$ cat config.mk
export PLATFORM = sky130hd
export DESIGN_NAME = quad_sample_sched
export DESIGN_NICKNAME = d
export VERILOG_FILES = /design/src/rtl/quad_sample_sched.sv
export SDC_FILE = /design/constraint.sdc
export NUM_CORES = 1
export LEC_CHECK = 0
export ABC_AREA = 1
export CORE_UTILIZATION = 45
export CTS_CLUSTER_SIZE = 16
export DETAILED_ROUTE_END_ITERATION = 10
export PLACE_DENSITY_LB_ADDON = 0.08
export RECOVER_POWER = 50
export SLEW_MARGIN = 20
export SYNTH_ARGS = -nofsm -noshare
export SYNTH_HDL_FRONTEND = slang
export SYNTH_SLANG_ARGS = --single-unit
$ cat constraint.sdc
create_clock -name hba_clk -period 2.93 [get_ports hba_clk]
set_clock_uncertainty 0.05 [all_clocks]
set_input_delay 0.4395 -clock hba_clk [delete_from_list [all_inputs] [get_ports hba_clk]]
set_output_delay 0.4395 -clock hba_clk [all_outputs]
set_load 0.02 [all_outputs]
$ cat src/rtl/quad_sample_sched.sv
// Sampling scheduler: captures both encoder counts into a coherent snapshot on a timer or count events.
// Optional: define QUAD_SAMPLE_SCHED_MISSCNT_EN to build the saturating missed-sample counter.
module quad_sample_sched #(
    parameter int unsigned COUNT_WIDTH  = 16,
    parameter int unsigned PERIOD_WIDTH = 16,
    parameter int unsigned MISS_WIDTH   = 8
) (
    input  logic                    hba_clk,
    input  logic                    hba_reset_n,
    input  logic [COUNT_WIDTH-1:0]  enc_count0,
    input  logic [COUNT_WIDTH-1:0]  enc_count1,
    input  logic [1:0]              enc_valid,
    input  logic [1:0]              enc_en,
    input  logic                    intr_en,
    input  logic [PERIOD_WIDTH-1:0] period,
    input  logic                    freeze,
    input  logic                    intr_ack,
    output logic [COUNT_WIDTH-1:0]  snap_count0,
    output logic [COUNT_WIDTH-1:0]  snap_count1,
    output logic                    snap_wr_en,
    output logic [1:0]              changed,
    output logic                    overrun,
    output logic [MISS_WIDTH-1:0]   missed_cnt,
    output logic                    sched_irq
);

    typedef enum logic [2:0] {
        IDLE,
        RUN,
        CAPTURE,
        COMMIT,
        HOLD
    } state_e;

    state_e                  state_q, state_d;
    logic [PERIOD_WIDTH-1:0] timer_q, timer_d;
    logic [PERIOD_WIDTH-1:0] period_q, period_d;
    logic [1:0]              pending_q, pending_d;
    logic [1:0]              chg_acc_q, chg_acc_d;
    logic [COUNT_WIDTH-1:0]  shadow0_q, shadow0_d;
    logic [COUNT_WIDTH-1:0]  shadow1_q, shadow1_d;
    logic [COUNT_WIDTH-1:0]  snap0_q, snap0_d;
    logic [COUNT_WIDTH-1:0]  snap1_q, snap1_d;
    logic [1:0]              changed_q, changed_d;
    logic                    overrun_q, overrun_d;
    logic                    irq_q, irq_d;

    logic [1:0] ev;
    logic       active;
    logic       period_mode;
    logic       wrap;
    logic       trigger;
    logic       capture;
    logic       commit;
    logic       supersede;

    always_comb begin
        ev          = enc_valid & enc_en;
        active      = (enc_en != 2'b00);
        period_mode = (period_q != '0);
        wrap        = period_mode && (timer_q == period_q - PERIOD_WIDTH'(1));
        trigger     = period_mode ? wrap : ((pending_q != 2'b00) || (ev != 2'b00));

        state_d   = state_q;
        capture   = 1'b0;
        commit    = 1'b0;
        supersede = 1'b0;

        case (state_q)
            IDLE: begin
                if (active) state_d = RUN;
            end
            RUN: begin
                if (!active)      state_d = IDLE;
                else if (trigger) state_d = CAPTURE;
            end
            CAPTURE: begin
                capture = 1'b1;
                state_d = COMMIT;
            end
            COMMIT: begin
                if (!freeze) begin
                    commit  = 1'b1;
                    state_d = RUN;
                end else begin
                    state_d = HOLD;
                end
            end
            HOLD: begin
                if (!active) begin
                    state_d = IDLE;
                end else begin
                    if (trigger) begin
                        capture   = 1'b1;
                        supersede = 1'b1;
                    end
                    if (!freeze) state_d = COMMIT;
                end
            end
            default: state_d = IDLE;
        endcase

        // Timer free-runs through CAPTURE/COMMIT/HOLD so the capture cadence equals the period.
        if (state_q == IDLE || !period_mode) timer_d = '0;
        else if (wrap)                       timer_d = '0;
        else                                 timer_d = timer_q + PERIOD_WIDTH'(1);

        // A new period is only adopted at a reload (or while it cannot affect a running count).
        period_d = (state_q == IDLE || !period_mode || wrap) ? period : period_q;

        shadow0_d = shadow0_q;
        shadow1_d = shadow1_q;
        chg_acc_d = chg_acc_q;
        pending_d = pending_q | ev;
        // Events arriving in the capture cycle are folded into that capture, so clearing loses nothing.
        if (capture) begin
            if (enc_en[0]) shadow0_d = enc_count0;
            if (enc_en[1]) shadow1_d = enc_count1;
            chg_acc_d = chg_acc_q | pending_q | ev;
            pending_d = 2'b00;
        end

        snap0_d   = snap0_q;
        snap1_d   = snap1_q;
        changed_d = changed_q;
        if (commit) begin
            snap0_d   = shadow0_q;
            snap1_d   = shadow1_q;
            changed_d = chg_acc_q;
            chg_acc_d = 2'b00;
        end

        if (state_d == IDLE) begin
            timer_d   = '0;
            pending_d = 2'b00;
        end

        irq_d = irq_q;
        if (commit && intr_en) irq_d = 1'b1;
        else if (intr_ack)     irq_d = 1'b0;

        overrun_d = overrun_q;
        if (supersede)     overrun_d = 1'b1;
        else if (intr_ack) overrun_d = 1'b0;
    end

    always_ff @(posedge hba_clk or negedge hba_reset_n) begin
        if (!hba_reset_n) begin
            state_q   <= IDLE;
            timer_q   <= '0;
            period_q  <= '0;
            pending_q <= 2'b00;
            chg_acc_q <= 2'b00;
            shadow0_q <= '0;
            shadow1_q <= '0;
            snap0_q   <= '0;
            snap1_q   <= '0;
            changed_q <= 2'b00;
            overrun_q <= 1'b0;
            irq_q     <= 1'b0;
        end else begin
            state_q   <= state_d;
            timer_q   <= timer_d;
            period_q  <= period_d;
            pending_q <= pending_d;
            chg_acc_q <= chg_acc_d;
            shadow0_q <= shadow0_d;
            shadow1_q <= shadow1_d;
            snap0_q   <= snap0_d;
            snap1_q   <= snap1_d;
            changed_q <= changed_d;
            overrun_q <= overrun_d;
            irq_q     <= irq_d;
        end
    end

`ifdef QUAD_SAMPLE_SCHED_MISSCNT_EN
    logic [MISS_WIDTH-1:0] missed_q, missed_d;

    always_comb begin
        missed_d = missed_q;
        if (supersede) begin
            if (missed_q != '1) missed_d = missed_q + MISS_WIDTH'(1);
        end else if (intr_ack) begin
            missed_d = '0;
        end
    end

    always_ff @(posedge hba_clk or negedge hba_reset_n) begin
        if (!hba_reset_n) missed_q <= '0;
        else              missed_q <= missed_d;
    end

    assign missed_cnt = missed_q;
`else
    assign missed_cnt = '0;
`endif

    // Snapshot is presented during the write pulse so the bank latches the new values on that edge.
    assign snap_wr_en  = commit;
    assign snap_count0 = commit ? shadow0_q : snap0_q;
    assign snap_count1 = commit ? shadow1_q : snap1_q;
    assign changed     = commit ? chg_acc_q : changed_q;
    assign overrun     = overrun_q;
    assign sched_irq   = irq_q;

endmodule
# == After elaboration in Yosys (flattened, before gate mapping) ==
# Cells that the tools add are included.
# classes
n_reduce_logical,17
addsub,2
n_mux,27
n_bitwise,4
n_eq_ne,5
# ops
op,count
$mux W16,5
$mux W3,6
$add A16 B1 Y16 const B,1
$eq A16 B16 Y1,1
$reduce_bool A16 Y1,1
$sub A16 B1 Y16 const B,1
$pmux W3 S5,1
$reduce_bool A2 Y1,6
$mux W2,5
$mux W1,9
$eq A3 B2 Y1 const B,2
$logic_not A3 Y1,2
$or A2 B2 Y2,3
$reduce_and A2 Y1,2
$eq A3 B1 Y1 const B,1
$eq A3 B3 Y1 const B,1
$logic_or A1 B1 Y1,3
$and A2 B2 Y2,1
$logic_and A1 B1 Y1,2
$pmux W1 S2,1
$logic_not A1 Y1,1
# totals
ff_bits,107
out_inout_bits,45

# == Depth between registers and ports, before layout ==
# depth
ltp_word,9
mapped_depth,19
ltp_nobuf,18

# == Least setup slack after synthesis ==
# OpenSTA, ideal clock, no wires.
# synth_timing
path_kind,register to output
start,register state_q[2]
end,output port changed[0]
required_time_ns,2.441
t_arrival_ns,1.814
setup_slack_ns,0.626
path_buffers,1
path_stages_with_launch,7
cell_sequence,dfrtp_1 -> nor3_1 -> inv_1 -> nor2_1 -> inv_1 -> clkbuf_1 -> o21ai_0
# synth_via
elab_chain_cells,3
# synth_lines
element,line,text
start: declaration,35,"state_e state_q, state_d;"
start signal: assignment,162,state_q <= state_d;
$eq A3 B2 Y1,69,case (state_q)
$mux W1,69,
$mux W2,--,
end: declaration,21,"output logic [1:0] changed,"
# No other way between the ends.

# == Worst setup path in the final report ==
# layout_timing
start,register state_q[2]
end,output port snap_count1[2]
# layout_via
elab_chain_cells,3
# layout_lines
element,line,text
$eq A3 B2 Y1,69,
$mux W1,69,
$mux W16,--,
end: declaration,19,"output logic [COUNT_WIDTH-1:0] snap_count1,"
# No other way between the ends.

==> reports/results.ini <==
[run_status]
status = finished, violations left
violations = capacitance limit, slew limit

[floorplan]
die_area_um2 = 12300
dieWidth_um = 111
die_h_um = 111
start_util = 0.466
core_um2 = 11500
io_pins = 102
core.rowCount = 39

[detailed_routing]
viasPerCell = 5.00
drc = 0
first_pass_iters = 5
vias = 4608
drt_iter0_markers = 232
wirelength_um = 12300
wl_per_cell_um = 13.3
ant_nets = 0

[cells_and_area]
layout_commonest_cell = nand2_1
mostFrequentLayoutCells = nand2_1, dfrtp_1, clkdlybuf4s50_1, nand3_1, inv_1
antenna_cells = 0
fin_nets = 834
post_route_cells_drive_above_1_share = 0.0694
syn_to_final_growth_pct = 26.5
final_cell_area_um2 = 6750
fin_util = 0.589

[logic_synthesis]
synth-async-reset-ratio = 1.00
ys_seq_area_frac = 0.501
synth-edff-count = 0
synth.avg_cell_area_um2 = 7.82
synth_ff_type = dfrtp_1
synth_area_um2 = 5340
synth.ff_latch_count = 107
syn_inst = 683
ys_types = 31
ys_warn_count = 0

[setup_path]
r2r_start = period_q[0]
worstPathMaxFanout = 35
cp-start-kind = flip-flop
end_kind = output pin
worst-setup-path-type = flip-flop to output pin
worstPathRequired_ns = 2.44
cp_data_arrival_time_ns = 2.26
cp-startpoint = state_q[2]

[clocking]
clk_pin_slew_ns = 0.07
cts.sinks = 107
cts_buffers = 9
clock_latency_ns = 0.35
htree_levels = 3
cts_tree = yes
cts-root-buf = clkbuf_16
cts_max_path_buffers = 2

[grt]
grt_overflow = 0
antenna_found_initial = 0
grt_pass1_wl_um = 21000
grt_pass1_vias = 4622
grt_usage = 0.210
grt_max_degree = 69

[sta]
finalSetupTns_ns = 0
setup_viol_count_final = 0
tightest_slew_ns = 2.21
slew_violations = 40
fmaxAchievable_mhz = 364
slew-limit-headroom = -0.477
rsz0062_at_grt = no
finalHoldViolCount = 0
fin_ws_ns = 0.183
fin_crit_ns = 2.75
layout_worst_path_cycle_share = 0.937

[run]
maxCapViolations = 1

[placement]
gp_congestion = 0.837
io_buffers = 93
placed_area_um2 = 6400
dp_slack_ns = 0.234
dp_hpwl_um = 8700

[power]
p_leak_nw = 3.58
p_per_area_nw_per_um2 = 681
ir_drop_mv = 0.496

[worst_hold_path]
hp-class = flip-flop to flip-flop
holdCritStartpoint = snap1_q[7]

[synth_stat cells, types with 2 or more instances]
cell type	instances	share of area
a21oi_1	11	0.010
buf_2	7	0.0066
buf_4	11	0.015
buf_6	3	0.0063
clkbuf_1	10	0.0070
dfrtp_1	107	0.50
ha_1	3	0.0070
inv_1	55	0.039
inv_2	6	0.0042
nand2_1	264	0.19
nand2_2	2	0.0023
nand2_4	3	0.0063
nand3_1	61	0.057
nand3_2	2	0.0037
nand3b_1	7	0.0098
nand4_1	19	0.022
nor2_1	52	0.037
nor2_2	5	0.0059
nor2_4	3	0.0063
nor3_1	5	0.0047
o21ai_0	20	0.019
o21ai_1	3	0.0028
xnor2_1	8	0.013
xor2_1	9	0.015
[cell families (layout without fill, tap and decap cells)]
logic type	Yosys count	count (layout)	share of synthesized area
adders and majority gates	3	3	0.00703
and+or+nand+nor	427	428	0.350
buffers and inverters	92	179	0.0783
xor gates and xnor gates	17	17	0.0279
AOI/OAI and AO/OA	36	36	0.0347
other	1	8	0.000702
DFF	107	107	0.501
[path summary, 6_finish.rpt]
| check | to | slack [ns] | depth (start not counted) |
|---|---|---|---|
| setup / recovery | snap_count1[2] | 0.18 | 7 |
| max in group asynchronous | snap1_q[12] | 0.88 | 1 |
| hold / removal | snap1_q[7] | 0.42 | 2 |
| min in group asynchronous | period_q[10] | 0.69 | 1 |
| setup reg to reg | shadow1_q[9] | 0.26 | 15 |
| hold reg to reg | snap1_q[7] | 0.42 | 2 |
[report_power, final]
part	leakage [nW]	total, mW	switching (mW)	internal, mW
Combinational	2.03	1.52	0.934	0.590
Sequential	1.41	1.90	0.200	1.70
Clock	0.135	1.18	0.566	0.609
[state kept, by name, indices dropped and copies added (netlist names)]
name       count
shadow1_q     16
period_q      16
snap0_q       16
snap1_q       16
sched_irq      1
timer_q       16
overrun        1
shadow0_q     16
state_q        3
pending_q      2
chg_acc_q      2
changed_q      2
[cell type report]
type	count	area, µm²
clock buffers	10	239
clock inverters	5	46.3
fillers	1074	4710
inverters	61	229
multi-input cells	492	2300
flip-flops and latches	107	2680
well taps	143	179
repair buffers	103	1090
[repair_timing]
action / 4_1_cts / 5_1_grt
setup endpoints to repair: 0 / 60
setup buffers: 0 / 1
resized for setup: 0 / 14
hold buffers: 0 / 0
[stage by stage]
stage                     std cells  power, mW  hold WS, ns
after floorplan                 690       2.95       0.0939
after global placement          904       3.37        0.398
after detailed placement        904       3.41        0.405
after CTS                       919       4.61       0.0301
after global routing            921       4.93        0.439
final                           921       4.60        0.418
[critical path, cell delays in order (launching register included)]
cell	delay (ns)
dfrtp_1	0.42
nor3_1	0.20
inv_1	0.09
nor2_2	0.17
buf_12	0.22
nand2_1	0.07
nand2_1	0.11
clkdlybuf4s50_1	0.61
[layer usage]
layer  part of all wire  vias up  wire length [µm]  GRT usage
met4              0.016        0               195     0.0622
met1               0.45     2174              5530      0.260
met5                  0        -                 0          0
met2               0.48      110              5830      0.351
met3              0.057       13               704     0.0667
li1                   -     2311                 -          -
No activity file was read; power rests on OpenSTA's default activity.
